===== src/rtl/kamikaze_fetch_pkg.sv =====
// Shared constants and types for the kamikaze instruction-fetch stage.
// Halfword length decode follows the RV32IC encoding.
package kamikaze_fetch_pkg;

    localparam logic [1:0]  INSTR_LEN32  = 2'b11;
    localparam logic [31:0] RESET_VECTOR = 32'h0000_0000;
    localparam logic [31:0] NOP_INSTR    = 32'h0000_0013;

    typedef enum logic {
        ST_RUN,
        ST_KILL
    } fetch_state_e;

    function automatic logic is_rvc(input logic [15:0] hw);
        return hw[1:0] != INSTR_LEN32;
    endfunction

endpackage


===== src/rtl/kamikaze_fetch_align.sv =====
// Halfword realignment: turns fetched words into one instruction per beat.
// Owns the halfword buffer, the instruction PC and the output slot.
module kamikaze_fetch_align
    import kamikaze_fetch_pkg::*;
#(
    parameter logic [31:0] RESET_PC = RESET_VECTOR
) (
    input  logic        clk_i,
    input  logic        rst_i,
    input  logic        flush,
    input  logic [31:0] flush_pc,
    input  logic        stall,
    input  logic        word_valid,
    input  logic        word_skip,
    input  logic [31:0] word_data,
    output logic        consume,
    output logic [31:0] instr,
    output logic        instr_valid,
    output logic        is_compressed,
    output logic [31:0] pc
);

    logic [15:0] hbuf_q;
    logic [15:0] hbuf_d;
    logic        hbuf_v_q;
    logic        hbuf_v_d;
    logic [31:0] pc_q;
    logic [31:0] pc_step;
    logic        slot_free;
    logic        emit;
    logic        emit_c;
    logic [31:0] emit_instr;
    logic [15:0] lo;
    logic [15:0] hi;
    logic        h_c;
    logic        h_w;
    logic        w_c;
    logic        w_w;
    logic        s_c;
    logic        s_w;
    logic        w_full;
    logic        w_half;

    assign slot_free = !instr_valid || !stall;
    assign lo        = word_data[15:0];
    assign hi        = word_data[31:16];

    // mutually exclusive assembly cases, highest priority first
    assign w_full = !hbuf_v_q && word_valid && !word_skip;
    assign w_half = !hbuf_v_q && word_valid && word_skip;
    assign h_c    = hbuf_v_q && is_rvc(hbuf_q);
    assign h_w    = hbuf_v_q && !is_rvc(hbuf_q) && word_valid;
    assign w_c    = w_full && is_rvc(lo);
    assign w_w    = w_full && !is_rvc(lo);
    assign s_c    = w_half && is_rvc(hi);
    assign s_w    = w_half && !is_rvc(hi);

    always_comb begin
        hbuf_d     = hbuf_q;
        hbuf_v_d   = hbuf_v_q;
        pc_step    = 32'd0;
        emit       = 1'b0;
        emit_c     = 1'b0;
        emit_instr = 32'd0;
        consume    = 1'b0;
        if (slot_free && !flush) begin
            unique case (1'b1)
                h_c: begin
                    emit       = 1'b1;
                    emit_c     = 1'b1;
                    emit_instr = {16'h0, hbuf_q};
                    hbuf_v_d   = 1'b0;
                    pc_step    = 32'd2;
                end
                h_w: begin
                    emit       = 1'b1;
                    emit_instr = {lo, hbuf_q};
                    hbuf_d     = hi;
                    consume    = 1'b1;
                    pc_step    = 32'd4;
                end
                w_c: begin
                    emit       = 1'b1;
                    emit_c     = 1'b1;
                    emit_instr = {16'h0, lo};
                    hbuf_d     = hi;
                    hbuf_v_d   = 1'b1;
                    consume    = 1'b1;
                    pc_step    = 32'd2;
                end
                w_w: begin
                    emit       = 1'b1;
                    emit_instr = word_data;
                    consume    = 1'b1;
                    pc_step    = 32'd4;
                end
                s_c: begin
                    emit       = 1'b1;
                    emit_c     = 1'b1;
                    emit_instr = {16'h0, hi};
                    consume    = 1'b1;
                    pc_step    = 32'd2;
                end
                s_w: begin
                    hbuf_d   = hi;
                    hbuf_v_d = 1'b1;
                    consume  = 1'b1;
                end
                default: ;
            endcase
        end
    end

    always_ff @(posedge clk_i or negedge rst_i) begin
        if (!rst_i) begin
            hbuf_q        <= 16'h0;
            hbuf_v_q      <= 1'b0;
            pc_q          <= RESET_PC & ~32'd1;
            instr         <= 32'd0;
            instr_valid   <= 1'b0;
            is_compressed <= 1'b0;
            pc            <= 32'd0;
        end else if (flush) begin
            hbuf_v_q    <= 1'b0;
            instr_valid <= 1'b0;
            pc_q        <= flush_pc & ~32'd1;
        end else if (slot_free) begin
            hbuf_q      <= hbuf_d;
            hbuf_v_q    <= hbuf_v_d;
            pc_q        <= pc_q + pc_step;
            instr_valid <= emit;
            if (emit) begin
                instr         <= emit_instr;
                is_compressed <= emit_c;
                pc            <= pc_q;
            end
        end
    end

endmodule


===== src/rtl/kamikaze_fetch.sv =====
// Instruction-fetch stage: single-outstanding imem handshake, response
// buffer and redirect kill tracking around the halfword aligner.
module kamikaze_fetch
    import kamikaze_fetch_pkg::*;
#(
    parameter logic [31:0] RESET_PC = RESET_VECTOR
) (
    input  logic        clk_i,
    input  logic        rst_i,
    output logic        imem_req_o,
    output logic [31:0] imem_addr_o,
    input  logic        imem_ack_i,
    input  logic [31:0] imem_rdata_i,
    input  logic        stall_i,
    input  logic        redirect_i,
    input  logic [31:0] redirect_pc_i,
    output logic [31:0] instr_o,
    output logic        instr_valid_o,
    output logic        is_compressed_instr_o,
    output logic [31:0] pc_o
);

    fetch_state_e state_q;
    fetch_state_e state_d;

    logic        pending_q;
    logic [31:0] req_addr_q;
    logic [31:0] fetch_addr_q;
    logic        rbuf_v_q;
    logic        rbuf_skip_q;
    logic [31:0] rbuf_q;
    logic        skip_next_q;
    logic        run;
    logic        ack_run;
    logic        word_v;
    logic        word_skip;
    logic [31:0] word_data;
    logic        consume;

    assign run     = state_q == ST_RUN;
    assign ack_run = imem_ack_i && run && !redirect_i;

    // a word acked this cycle bypasses rbuf straight into the aligner
    assign word_v    = rbuf_v_q || ack_run;
    assign word_data = rbuf_v_q ? rbuf_q : imem_rdata_i;
    assign word_skip = rbuf_v_q ? rbuf_skip_q : skip_next_q;

    assign imem_req_o = rst_i &&
        (pending_q || (run && (!rbuf_v_q || consume) && !redirect_i));
    assign imem_addr_o = pending_q ? req_addr_q : fetch_addr_q;

    always_comb begin
        state_d = state_q;
        unique case (state_q)
            ST_RUN: begin
                if (redirect_i && pending_q && !imem_ack_i) begin
                    state_d = ST_KILL;
                end
            end
            ST_KILL: begin
                if (imem_ack_i) begin
                    state_d = ST_RUN;
                end
            end
            default: state_d = ST_RUN;
        endcase
    end

    always_ff @(posedge clk_i or negedge rst_i) begin
        if (!rst_i) begin
            state_q <= ST_RUN;
        end else begin
            state_q <= state_d;
        end
    end

    always_ff @(posedge clk_i or negedge rst_i) begin
        if (!rst_i) begin
            pending_q    <= 1'b0;
            req_addr_q   <= RESET_PC & ~32'd3;
            fetch_addr_q <= RESET_PC & ~32'd3;
        end else begin
            pending_q <= imem_req_o && !imem_ack_i;
            if (imem_req_o && !pending_q) begin
                req_addr_q <= fetch_addr_q;
            end
            if (redirect_i) begin
                fetch_addr_q <= redirect_pc_i & ~32'd3;
            end else if (ack_run) begin
                fetch_addr_q <= fetch_addr_q + 32'd4;
            end
        end
    end

    always_ff @(posedge clk_i or negedge rst_i) begin
        if (!rst_i) begin
            rbuf_q      <= 32'd0;
            rbuf_v_q    <= 1'b0;
            rbuf_skip_q <= 1'b0;
            skip_next_q <= 1'b0;
        end else begin
            if (redirect_i) begin
                rbuf_v_q <= 1'b0;
            end else if (ack_run && (rbuf_v_q || !consume)) begin
                rbuf_q      <= imem_rdata_i;
                rbuf_v_q    <= 1'b1;
                rbuf_skip_q <= skip_next_q;
            end else if (consume) begin
                rbuf_v_q <= 1'b0;
            end
            if (redirect_i) begin
                skip_next_q <= redirect_pc_i[1];
            end else if (ack_run) begin
                skip_next_q <= 1'b0;
            end
        end
    end

    kamikaze_fetch_align #(
        .RESET_PC(RESET_PC)
    ) u_align (
        .clk_i        (clk_i),
        .rst_i        (rst_i),
        .flush        (redirect_i),
        .flush_pc     (redirect_pc_i),
        .stall        (stall_i),
        .word_valid   (word_v),
        .word_skip    (word_skip),
        .word_data    (word_data),
        .consume      (consume),
        .instr        (instr_o),
        .instr_valid  (instr_valid_o),
        .is_compressed(is_compressed_instr_o),
        .pc           (pc_o)
    );

endmodule


===== config.mk =====
export PLATFORM = sky130hd
export DESIGN_NAME = kamikaze_fetch
export DESIGN_NICKNAME = d
export VERILOG_FILES = /design/src/rtl/kamikaze_fetch_pkg.sv /design/src/rtl/kamikaze_fetch_align.sv /design/src/rtl/kamikaze_fetch.sv
export SDC_FILE = /design/constraint.sdc
export NUM_CORES = 1
export LEC_CHECK = 0
export BUFFER_PORTS_ARGS = -buffer_cell sky130_fd_sc_hd__buf_2
export CORE_UTILIZATION = 50
export CTS_CLUSTER_DIAMETER = 60
export CTS_CLUSTER_SIZE = 25
export DETAILED_ROUTE_END_ITERATION = 7
export GPL_ROUTABILITY_DRIVEN = 1
export PLACE_DENSITY = 0.72
export RECOVER_POWER = 100
export SKIP_LAST_GASP = 1
export SYNTH_ARGS = -nofsm -noshare
export SYNTH_HDL_FRONTEND = slang
export SYNTH_SLANG_ARGS = --single-unit

===== constraint.sdc =====
create_clock -name clk_i -period 4.85 [get_ports clk_i]
set_input_delay 0.7275 -clock clk_i [delete_from_list [all_inputs] [get_ports clk_i]]
set_output_delay 0.7275 -clock clk_i [all_outputs]
set_load 0.03 [all_outputs]

==> results.md <==
- Htree depth: 1
- Fill cell count: 1879
- Relative slew slack: -57.3%
- Post-CTS sizing: 0
- First-pass GRT wire length: slightly below 40000 µm
- Post-CTS setup buffer count: 0
- Highest achievable clock rate: 245 MHz
- Post-synthesis sequential area ratio: 48.8%
- Req. time, crit path: 4.12 ns
- Clk root buf: clkbuf_16
- Drc violations: 0
- Worst R2R Setup Slack: 0.78 ns
- Crit Reg-Reg Endpoint: u_align.pc_q[23]$_DFFE_PN0N_
- Setup TNS: 0 ns
- WS Path Type: reg -> out
- Layout Skew: 0.0160 ns
- Drt initial violations: about 330
- Sw power: 2.15 mW
- Placed inst area: 11800 µm²
- Post-DRT Antenna Nets: 0
- Worst vdd ir: a little over 0.3 mV
- Status: finished with violations
- Clock network fraction of total power: ~28%
- Clock transition at the registers of the reported paths: ~0.090 ns
- Tightest hold margin: between 0.15 and 0.2 ns
- Worst setup SP type: flop
- Total leakage power: 5.20 nW
- Register bit count reported by yosys: 210
- Vias in the first global route: between 7k and 8k
- CTS Buffer Depth: 3
- Final worst path period share: 84.1%
- Pre-CTS WS: 0.868 ns
- Avg WL per Cell: around 19 µm
- Worst Path Arrival: approximately 3.4 ns
- Crit path time final: 4.08 ns
- Flop pwr share: 44.4%
- Clock sink total: 210
- RR Startpoint: rbuf_v_q$_DFFE_PN0P_
- Switching Share: 36.6%
- Final Core Density: between 50% and 60%
- First-pass DRT Iterations: 5
- Synth Instances: 848
- Grt total ovfl: 0
- CTS tree: done
- Async SR Flop Fraction: 100%
- Total Routing Usage GR: around 22%
- Hold-fix buffers, CTS: 0
- Reg2Reg Depth: 14
- Post-route cell area: 12100 µm²
- EDFF count, synth: 0
- Layout cells sized above 1: 28.2%
- Clk_lat worst skew: 0.52 ns
- PwrDens: 484 nW/µm²
- Netlist Area Pre-Place: 10800 µm²
- Failing checks: max-capacitance violations, max-slew violations
- CP max FO: 29
- Worst-Margin Slew: 2.36 ns
- Final GP Congestion: 0.783
- Routed vias: 7234
- Row Count: 53
- Initial antenna violation count: 2
- Die width: approximately 150 µm
- Endpoints failing hold: 0
- P&R area growth vs syn: 12.7%
- Hpwl dp: 16500 µm
- Via density: 5.60
- Total die area: 22100 µm²
- Max-Cap Viols: 5
- Fin nets: 1075
- Avg Cell Area, Syn: 12.7 µm²
- Pin count of the biggest net entering global routing: 136
- Ports: 168
- PnR worst setup slack: 0.772 ns
- Internal power: 3.73 mW
- Pins Over Slew Limit: about 160
- Core ar.: 21100 µm²
- Die Y: 149 µm
- RSZ-0062 raised after global routing: no
- Combinational fraction of design power: about 28%
- CTS Buf Count: 20
- Endpoints failing setup: 0
- Yosys warnings: 0
- Initial Util: 51.0%
- Ys flop type: dfrtp_1
- Worst hold path type: in -> async
- Yosys cell types: 59
- I/O Buffers: 163
- Worst Setup End Kind: output port
- Post-Route WL: 24300 µm
==> kinds of logic after synthesis <==
logic type                 Yosys count  share of synthesized area [%]
DFF                                210                           48.8
buffers and inverters               61                           2.93
and+or+nand+nor                    173                           8.73
AOI/OAI and AO/OA                  103                           7.20
xor gates and xnor gates            54                           4.40
muxes                              242                           27.3
other                                1                         0.0349
adders and majority gates            4                          0.535
==> through the flow <==
step	std cells	power, mW
after floorplan	850	3.96
after global placement	1255	4.44
after detailed placement	1255	4.51
after CTS	1291	6.15
after global routing	1291	6.19
final	1292	5.87
==> cells in the mapped netlist, drive strengths merged (3+ instances only) <==
| cell | n | share of area (%) |
|---|---|---|
| buf | 25 | 1.7 |
| inv | 13 | 0.45 |
| nor2b | 6 | 0.35 |
| o21ai | 22 | 1.0 |
| a22oi | 15 | 1.0 |
| xnor2 | 29 | 2.4 |
| mux2i | 9 | 0.84 |
| o21a | 16 | 1.1 |
| xor2 | 25 | 2.0 |
| nor4 | 6 | 0.35 |
| dfrtp | 210 | 49 |
| and2 | 6 | 0.35 |
| nand2b | 9 | 0.52 |
| mux2 | 233 | 26 |
| and3 | 9 | 0.52 |
| a21oi | 15 | 0.73 |
| ha | 3 | 0.35 |
| nor2 | 23 | 0.80 |
| a22o | 14 | 1.1 |
| nor4b | 3 | 0.30 |
| a21o | 4 | 0.28 |
| and4 | 9 | 0.73 |
| nand3 | 20 | 0.93 |
| clkbuf | 22 | 0.77 |
| nor3 | 15 | 0.74 |
| nand2 | 42 | 1.5 |
| nand4 | 16 | 0.93 |
==> cell type report <==
class | instances | area [µm²] | area share (%)
Clock buffer | 20 | 500 | 4.13
Clock inverter | 16 | 194 | 1.60
Antenna cell | 1 | 2.50 | 0.0206
Sequential cell | 210 | 5260 | 43.3
Multi-Input combinational cell | 579 | 4980 | 41.1
Timing Repair Buffer | 177 | 793 | 6.54
Inverter | 14 | 52.6 | 0.433
Tap cell | 275 | 344 | 2.84
==> cell usage in the layout (no fill, tap or decap), drive strengths merged, types with 14 or more instances in the layout <==
master  count
a21oi      15
a22o       14
a22oi      15
buf        74
clkbuf    123
dfrtp     210
inv        21
mux2      233
nand2      42
nand3      20
nand4      16
nor2       23
nor3       15
o21a       16
o21ai      22
xnor2      29
xor2       25
==> power by group through the flow <==
stage                     Combinational [mW]  Sequential, mW  Clock, mW
after floorplan                         1.02            2.95          0
after global placement                  1.83            2.61          0
after detailed placement                1.87            2.64          0
after global routing                    1.77            2.68       1.74
after CTS                               1.87            2.61       1.67
final                                   1.64            2.61       1.63
==> worst max path at each step <==
stage,startpoint,end,slack (ns),cells past startpoint
3_5_place_dp,imem_ack_i,u_align.pc_q[23]$_DFFE_PN0N_,0.87,15
6_report,rbuf_v_q$_DFFE_PN0P_,imem_req_o,0.77,4
2_1_floorplan,redirect_i,u_align.pc_q[23]$_DFFE_PN0N_,1.17,10
5_1_grt,rbuf_v_q$_DFFE_PN0P_,u_align.pc_q[23]$_DFFE_PN0N_,0.47,14
3_3_place_gp,imem_ack_i,u_align.pc_q[23]$_DFFE_PN0N_,0.88,15
4_1_cts,rbuf_v_q$_DFFE_PN0P_,u_align.pc_q[23]$_DFFE_PN0N_,1.15,14
==> worst max-delay path, cell delays in order (launching register included) <==
cell and delay [ns]:
dfrtp_2 0.60, clkbuf_1 1.34, a211oi_1 0.33, o21a_1 0.33, clkbuf_1 0.22
==> state kept, by name, indices dropped and copies added (netlist names), 16 cells and up <==
signal and cells:
fetch_addr_q 30, rbuf_q 32, req_addr_q 30, u_align.hbuf_q 16, u_align.instr 32, u_align.pc 31
u_align.pc_q 31
==> layer usage <==
metal | GRT usage, % | up-vias | share of wire, %
met2 | 36.3 | 175 | 48
met4 | 5.88 | 2 | 2.1
met3 | 3.96 | 35 | 5.0
li1 | - | 3383 | -
met5 | 0 | - | 0.070
met1 | 30.3 | 3639 | 45
No activity file was read; power rests on OpenSTA's default activity.
